<file path="config.mk">
export PLATFORM = sky130hd
export DESIGN_NAME = lcd_gdram_refresh
export DESIGN_NICKNAME = d
export VERILOG_FILES = /design/src/rtl/lcd_gdram_refresh.sv
export SDC_FILE = /design/constraint.sdc
export NUM_CORES = 1
export LEC_CHECK = 0
export CORE_MARGIN = 4
export CORE_UTILIZATION = 68
export CTS_BUF_LIST = sky130_fd_sc_hd__clkbuf_16
export CTS_CLUSTER_SIZE = 14
export DETAILED_ROUTE_END_ITERATION = 7
export DONT_BUFFER_PORTS = 1
export PLACE_DENSITY = 0.84
export SYNTH_ARGS = -nofsm -noshare
export SYNTH_HDL_FRONTEND = slang
export SYNTH_SLANG_ARGS = --single-unit
</file>
<file path="constraint.sdc">
create_clock -name CLOCK -period 4.4 [get_ports CLOCK]
set_input_delay 1.32 -clock CLOCK [delete_from_list [all_inputs] [get_ports CLOCK]]
set_output_delay 1.32 -clock CLOCK [all_outputs]
set_load 0.05 [all_outputs]
</file>
<file path="src/rtl/lcd_gdram_refresh.sv">
// Reads the 1024x8 frame RAM row by row and streams it to an ST7920 LCD12864 over its
// 3-wire serial link, with graphic-mode init sent once after reset.
//
// state   | meaning
// --------+------------------------------------------------------------
// IDLE    | waiting for Start_Sig
// INIT    | sending 0x30, 0x0C, 0x01, 0x36 (first refresh after reset only)
// ROW_Y   | sending vertical address command 0x80|row[4:0]
// ROW_X   | sending horizontal address command 0x80 (top half) / 0x88 (bottom half)
// FETCH   | frame-RAM address driven, waiting out the read latency
// SEND    | sending one data byte, then next column / next row / done
// DONE    | one-cycle completion pulse
module lcd_gdram_refresh #(
    parameter int CLK_DIV = 25,
    parameter int GAP_CYC = 3600,
    parameter int CLR_CYC = 80000
) (
    input  logic       CLOCK,
    input  logic       RST_n,
    input  logic       Start_Sig,
    output logic       Done_Sig,
    output logic       Busy_Sig,
    output logic [9:0] Read_Addr_Sig,
    input  logic [7:0] Read_Data,
    output logic       LCD_CS,
    output logic       LCD_SCLK,
    output logic       LCD_SID
);

    localparam int MAXC = (CLR_CYC > GAP_CYC) ? ((CLR_CYC > CLK_DIV) ? CLR_CYC : CLK_DIV)
                                              : ((GAP_CYC > CLK_DIV) ? GAP_CYC : CLK_DIV);
    localparam int TW   = $clog2(MAXC + 1);

    localparam logic [TW-1:0] HALF_LD = TW'(CLK_DIV - 1);
    localparam logic [TW-1:0] GAP_LD  = TW'(GAP_CYC - 1);
    localparam logic [TW-1:0] CLR_LD  = TW'(CLR_CYC - 1);
    localparam logic [TW-1:0] TIM_ONE = TW'(1);

    localparam logic [2:0] S_IDLE  = 3'd0;
    localparam logic [2:0] S_INIT  = 3'd1;
    localparam logic [2:0] S_ROW_Y = 3'd2;
    localparam logic [2:0] S_ROW_X = 3'd3;
    localparam logic [2:0] S_FETCH = 3'd4;
    localparam logic [2:0] S_SEND  = 3'd5;
    localparam logic [2:0] S_DONE  = 3'd6;

    logic [2:0]    st_q, st_d;
    logic          init_done_q, init_done_d;
    logic [1:0]    init_idx_q, init_idx_d;
    logic [5:0]    row_q, row_d;
    logic [3:0]    col_q, col_d;
    logic          fetch_q, fetch_d;
    logic [9:0]    addr_q, addr_d;
    logic [5:0]    row_inc;
    logic [1:0]    init_nxt;

    logic          cs_q, sclk_q, sid_q;
    logic [23:0]   sh_q;
    logic [4:0]    bit_q;
    logic          gap_q;
    logic          long_q;
    logic [TW-1:0] tim_q;

    logic          launch;
    logic          ld_rs;
    logic [7:0]    ld_byte;
    logic          ld_long;
    logic [23:0]   ld_frame;
    logic          tx_done;

    function automatic logic [7:0] init_cmd(input logic [1:0] idx);
        case (idx)
            2'd0:    init_cmd = 8'h30;
            2'd1:    init_cmd = 8'h0C;
            2'd2:    init_cmd = 8'h01;
            default: init_cmd = 8'h36;
        endcase
    endfunction

    assign row_inc  = row_q + 6'd1;
    assign init_nxt = init_idx_q + 2'd1;
    // Last cycle of the post-frame gap; the next frame may launch on this same edge.
    assign tx_done  = gap_q && (tim_q == '0);
    assign ld_long  = !ld_rs && (ld_byte == 8'h01);
    assign ld_frame = {5'b11111, 1'b0, ld_rs, 1'b0, ld_byte[7:4], 4'b0000, ld_byte[3:0], 4'b0000};

    always_comb begin
        st_d        = st_q;
        init_done_d = init_done_q;
        init_idx_d  = init_idx_q;
        row_d       = row_q;
        col_d       = col_q;
        fetch_d     = fetch_q;
        addr_d      = addr_q;
        launch      = 1'b0;
        ld_rs       = 1'b0;
        ld_byte     = 8'h00;
        case (st_q)
            S_IDLE: begin
                if (Start_Sig) begin
                    launch = 1'b1;
                    if (init_done_q) begin
                        st_d    = S_ROW_Y;
                        ld_byte = {3'b100, row_q[4:0]};
                    end else begin
                        st_d       = S_INIT;
                        init_idx_d = 2'd0;
                        ld_byte    = init_cmd(2'd0);
                    end
                end
            end
            S_INIT: begin
                if (tx_done) begin
                    launch = 1'b1;
                    if (init_idx_q == 2'd3) begin
                        init_done_d = 1'b1;
                        st_d        = S_ROW_Y;
                        ld_byte     = {3'b100, row_q[4:0]};
                    end else begin
                        init_idx_d = init_nxt;
                        ld_byte    = init_cmd(init_nxt);
                    end
                end
            end
            S_ROW_Y: begin
                if (tx_done) begin
                    launch  = 1'b1;
                    st_d    = S_ROW_X;
                    ld_byte = row_q[5] ? 8'h88 : 8'h80;
                end
            end
            S_ROW_X: begin
                if (tx_done) begin
                    st_d    = S_FETCH;
                    fetch_d = 1'b0;
                    addr_d  = {row_q, col_q};
                end
            end
            S_FETCH: begin
                // Address went out on FETCH entry; the byte is valid by the second cycle.
                if (!fetch_q) begin
                    fetch_d = 1'b1;
                end else begin
                    launch  = 1'b1;
                    ld_rs   = 1'b1;
                    ld_byte = Read_Data;
                    st_d    = S_SEND;
                end
            end
            S_SEND: begin
                if (tx_done) begin
                    if (col_q == 4'd15) begin
                        if (row_q == 6'd63) begin
                            st_d = S_DONE;
                        end else begin
                            col_d   = 4'd0;
                            row_d   = row_inc;
                            st_d    = S_ROW_Y;
                            launch  = 1'b1;
                            ld_byte = {3'b100, row_inc[4:0]};
                        end
                    end else begin
                        col_d   = col_q + 4'd1;
                        st_d    = S_FETCH;
                        fetch_d = 1'b0;
                        addr_d  = {row_q, col_q + 4'd1};
                    end
                end
            end
            S_DONE: begin
                st_d  = S_IDLE;
                row_d = 6'd0;
                col_d = 4'd0;
            end
            default: st_d = S_IDLE;
        endcase
    end

    always_ff @(posedge CLOCK) begin
        if (!RST_n) begin
            st_q        <= S_IDLE;
            init_done_q <= 1'b0;
            init_idx_q  <= 2'd0;
            row_q       <= 6'd0;
            col_q       <= 4'd0;
            fetch_q     <= 1'b0;
            addr_q      <= 10'd0;
        end else begin
            st_q        <= st_d;
            init_done_q <= init_done_d;
            init_idx_q  <= init_idx_d;
            row_q       <= row_d;
            col_q       <= col_d;
            fetch_q     <= fetch_d;
            addr_q      <= addr_d;
        end
    end

    // Serializer: 24 bits MSB first, CLK_DIV low + CLK_DIV high per bit, then a CS-low gap.
    always_ff @(posedge CLOCK) begin
        if (!RST_n) begin
            cs_q   <= 1'b0;
            sclk_q <= 1'b0;
            sid_q  <= 1'b0;
            sh_q   <= 24'd0;
            bit_q  <= 5'd0;
            gap_q  <= 1'b0;
            long_q <= 1'b0;
            tim_q  <= '0;
        end else if (launch) begin
            cs_q   <= 1'b1;
            sclk_q <= 1'b0;
            sid_q  <= ld_frame[23];
            sh_q   <= ld_frame;
            bit_q  <= 5'd23;
            gap_q  <= 1'b0;
            long_q <= ld_long;
            tim_q  <= HALF_LD;
        end else if (cs_q) begin
            if (tim_q != '0) begin
                tim_q <= tim_q - TIM_ONE;
            end else if (!sclk_q) begin
                sclk_q <= 1'b1;
                tim_q  <= HALF_LD;
            end else if (bit_q == 5'd0) begin
                sclk_q <= 1'b0;
                cs_q   <= 1'b0;
                sid_q  <= 1'b0;
                gap_q  <= 1'b1;
                tim_q  <= long_q ? CLR_LD : GAP_LD;
            end else begin
                sclk_q <= 1'b0;
                sid_q  <= sh_q[22];
                sh_q   <= {sh_q[22:0], 1'b0};
                bit_q  <= bit_q - 5'd1;
                tim_q  <= HALF_LD;
            end
        end else if (gap_q) begin
            if (tim_q != '0) begin
                tim_q <= tim_q - TIM_ONE;
            end else begin
                gap_q <= 1'b0;
            end
        end
    end

    assign Busy_Sig      = (st_q != S_IDLE);
    assign Done_Sig      = (st_q == S_DONE);
    assign Read_Addr_Sig = addr_q;
    assign LCD_CS        = cs_q;
    assign LCD_SCLK      = sclk_q;
    assign LCD_SID       = sid_q;

endmodule
</file>
Word-level counts from Yosys, hierarchy flattened. Cells that the tools add are included.

Add/subtract/negate cells: 5. Equal/unequal tests: 30. Mux-type cells: 87. Bitwise operators: 3. Reductions and logical operators: 35.

Operators with widths (count): two-way mux 17 bit (7); two-way mux 23 bit (5); two-way mux 8 bit (9); one-hot mux 8 bit (5 select lines) (1); two-way mux 10 bit (3); two-way mux 5 bit (6); != test 2 bit, second input constant (15); two-way mux 1 bit (27); two-way mux 3 bit (9); one-hot mux 10 bit (2 select lines) (1); AND reduction 4 bit (5); two-way mux 6 bit (3); one-hot mux 3 bit (6 select lines) (1); one-hot mux 6 bit (3 select lines) (1); logical NOT 17 bit (1); nonzero test 17 bit (1); subtractor 17 x 1 -> 17 bit, second input constant (1); two-way mux 4 bit (4); nonzero test 2 bit (7); one-hot mux 6 bit (2 select lines) (1); AND reduction 3 bit (4); nonzero test 3 bit (4); two-way mux 2 bit (5); equality test 3 bit, second input constant (3); other kinds (27) (36).

Register bits: 73. Bits of input ports: 11. Output and inout bits: 15. Logic and storage cells: 178.

Longest topological paths before layout.
Word-level depth: 8. Gate-level depth with buffers: 10. Mapped depth without buffers: 8.

Worst setup path after synthesis. Ideal clock, no wire load.

Path type: input-to-reg. Start point: in Start_Sig. End point: reg long_q. Library setup time: 92 ps. Arrival: 2657 ps. Required time: 4308 ps. Setup slack: 1651 ps. Cell stages on the path: 6. Buffers on the path: 0. Cell sequence: nor4b_1 and2_1 a22oi_1 o31ai_1 o21ai_0 o32ai_1.

Cells in the longest elaborated chain, start to end: 4. Elaborated cells on any way between the ends: 6. Classes of those cells: eq/ne: 1; mux: 4; reduce/logical: 1.

Ends and longest elaborated chain: from (decl) (line 20) `input logic Start_Sig,`; two-way mux 8 bit (line 100) `if (Start_Sig) begin`; one-hot mux 8 bit (5 select lines) (line 98) `case (st_q)`; equality test 8 x 1 -> 1 bit (line 84) `assign ld_long = !ld_rs && (ld_byte == 8'h01);`; logical AND 1 bit (line 84); to (signal assigned) (line 217) `long_q <= ld_long;`; to (decl) (line 61) `logic long_q;`.

Several ways; a longest one is shown, not always the timed one. A chain may end at the register's enable or synchronous reset.

Final worst setup path.
Start point: reg st_q[2]. End point: out Done_Sig.

Cells in the longest elaborated chain, start to end: 1.

Ends and longest elaborated chain: from (decl) (line 47) `logic [2:0] st_q, st_d;`; from (signal assigned) (line 189) `st_q <= st_d;`; equality test 3 bit (line 248) `assign Done_Sig = (st_q == S_DONE);`; to (decl) (line 21) `output logic Done_Sig,`.

No other way between the ends.

==> impl_metrics.tcl <==
set metrics [dict create \
    setup_viol 0 \
    hold_viol 0 \
    ys_seq_area_share_pct 36.61 \
    fillers 417 \
    worstSetupPathType "flop to primary output" \
    vias 3656 \
    r2r_slack_ns 1.40 \
    firstDrtPassIters 5 \
    clock_skew_ns 0.005122 \
    async_reset_ff_share_pct 0 \
    slew_headroom_pct 22.50 \
    hold_class "flop to flop" \
    cts_tree "done" \
    die_h_um 84.62 \
    max_freq_mhz 314.2 \
    routed_wl_um 9551 \
    period_needed_ns 3.182 \
    layoutNonFillerInstCount 553 \
    avgRoutedWirePerCell_um 17.27 \
    crit_required_ns 3.08 \
    fin_crit_sh_pct 72.32 \
    rsz0062_at_grt "no" \
    drv_cap 0 \
    syn_avg_cell_area_um2 8.080 \
    ant_nets 0 \
    yosysWarnings 0 \
    syn_inst 494 \
    synth_edf_count 0 \
    grt-ovfl-total 0 \
    p_leak_nw 1.510 \
    worst_path_largest_cell_delay_ns 0.63 \
    nNetsFinal 497 \
    status "finished clean" \
    power.density_nw_per_um2 512.0 \
    place.gp.congestion 0.8762 \
    synth_ff_type "dfxtp_1" \
    slew_viol_final 0 \
    port_buffers 0 \
    routed_via_density 6.611 \
    grt_max_degree 26 \
    ir_worst_vdd_mv 0.3642 \
    route.detailed.drc 0 \
    h-tree-depth 3 \
    critPathMaxFanout 15 \
    antennaDiodeCount 0 \
    synth_nets 515 \
    crit_chain "nor2b_1 -> nand2_1 -> inv_1" \
    reg2reg_depth 8 \
    rows 27 \
    tightest_slew_ns 1.158 \
    r2r_start "row_q[0]" \
    ys_types 64 \
    synth_seq_cells 73 \
    hold_buffers 0 \
    areaGrowthSynthToFinish_pct 6.708 \
    grt_use_total_pct 27.90 \
    clkLatencyLatePin_ns 0.34 \
    die-area_um2 7160 \
    endpoint_kind "primary output" \
    worst_setup_path_start_kind "flop" \
    cts.clk_slew.worst_paths_ns 0.06 \
    cts_buffers 9 \
    cts_resized 0 \
    slowest_stage "dfxtp_1" \
    mostFrequentLayoutCell "dfxtp_1" \
    post-dp-hpwl_um 6291 \
    dp.cells 537 \
    antenna_found_initial 0 \
    clock_sinks 73 \
    start_util_pct 71.17 \
    crit_path_end "Done_Sig" \
    clk_path_buf_depth 2 \
    fp.coreArea_um2 5608 \
    mappedNetlistArea_um2 3991 \
    first_iter_violations 279 \
    r2r-end "tim_q[14]" \
    final.setup.tns_ns 0 \
    chipWidth_um 84.62 \
    postCtsSetupBuffers 0 \
    startpoint "st_q[2]" \
    arrival_ns 1.86 \
    ios 26 \
    drive_above_1_share_pct 7.900 \
    grt_first_pass_wirelength_um 16280 \
    cts-root-buf "clkbuf_16" \
    grt_pass1_vias 3381 \
    final_cell_mix "dfxtp_1 (73), nand2_1 (65), a21oi_1 (54), nor2_1 (51), o21ai_0 (22)" \
]
-- per-layer routing --
layer	share of wire (%)	track usage [%]	up-vias
met5	0	0	-
met4	2.8	11.08	0
met3	7.4	7.458	26
met2	48	45.20	155
met1	42	35.32	1745
li1	-	-	1730
-- cell usage after synthesis (10+ instances only) --
master	number	share of area, %
xnor2_1	14	3.1
dfxtp_1	73	37
a21oi_1	54	6.8
nor2_1	51	4.8
clkbuf_1	16	1.5
inv_1	18	1.7
ha_1	10	3.1
buf_2	13	1.6
nor3_1	11	1.4
nand2_1	65	6.1
o21ai_0	22	2.8
a31oi_1	14	2.2
nand3_1	12	1.5
-- through the flow --
stage          worst slack [ns]  util (%)  cell area, um^2  hold slack, ns  power [mW]
2_1_floorplan             1.651         -             3991          0.4295       1.325
6_report                  1.218     75.95             4259          0.4553       2.181
3_3_place_gp              1.445     70.55             3956          0.4389       1.409
5_1_grt                   1.080     75.95             4259          0.4784       2.285
4_1_cts                   1.236     75.95             4259          0.4531       2.164
3_5_place_dp              1.416     70.55             3956          0.4442       1.424
-- cells by family (layout without fill, tap and decap cells) --
group                      Yosys count  in the layout  synth area share [%]
AOI/OAI and AO/OA                  129            129                 19.75
xor gates and xnor gates            18             18                 3.950
adders and majority gates           10             10                 3.135
buffers and inverters               50             37                 5.392
DFF                                 73             73                 36.61
muxes                               14             14                 3.699
and+or+nand+nor                    200            200                 27.46
-- worst min-delay path by stage --
stage,start,endpoint,slack (ns),cells after the start
2_1_floorplan,sh_q[16],sh_q[16],0.43,2
3_3_place_gp,sh_q[9],sh_q[9],0.44,2
3_5_place_dp,sh_q[7],sh_q[8],0.44,2
4_1_cts,sh_q[7],sh_q[8],0.45,2
5_1_grt,sh_q[10],sh_q[10],0.48,2
6_report,sh_q[7],sh_q[8],0.46,2
-- critical path, delay by kind of cell, from the launching register on --
kind,cells,cell delay [ns]
flip-flops,1,0.63
buffers and inverters,1,0.45
AND/OR/NAND/NOR,2,0.45
-- report_power, final --
| part | total [mW] | internal [mW] | switching [mW] |
|---|---|---|---|
| combinational | 0.614 | 0.219 | 0.395 |
| sequential | 0.819 | 0.716 | 0.103 |
| clock | 0.748 | 0.444 | 0.304 |
-- flip-flops by register name (all words and copies together), names as in the netlist --
signal         flops
fetch_q            1
col_q              4
LCD_SCLK           1
init_idx_q         2
sh_q              19
bit_q              5
LCD_SID            1
init_done_q        1
st_q               3
LCD_CS             1
tim_q             17
Read_Addr_Sig     10
row_q              6
gap_q              1
long_q             1
-- final cells by class --
cell class                      count  area, um^2  area share, %
Timing Repair Buffer                3       22.52         0.5288
Tap cell                           72       90.09          2.115
Sequential cell                    73        1461          34.31
Clock inverter                      7       77.57          1.821
Clock buffer                        9       225.2          5.288
Multi-Input combinational cell    371        2315          54.35
Inverter                           18       67.56          1.586
(Power assumes the default switching activity.)
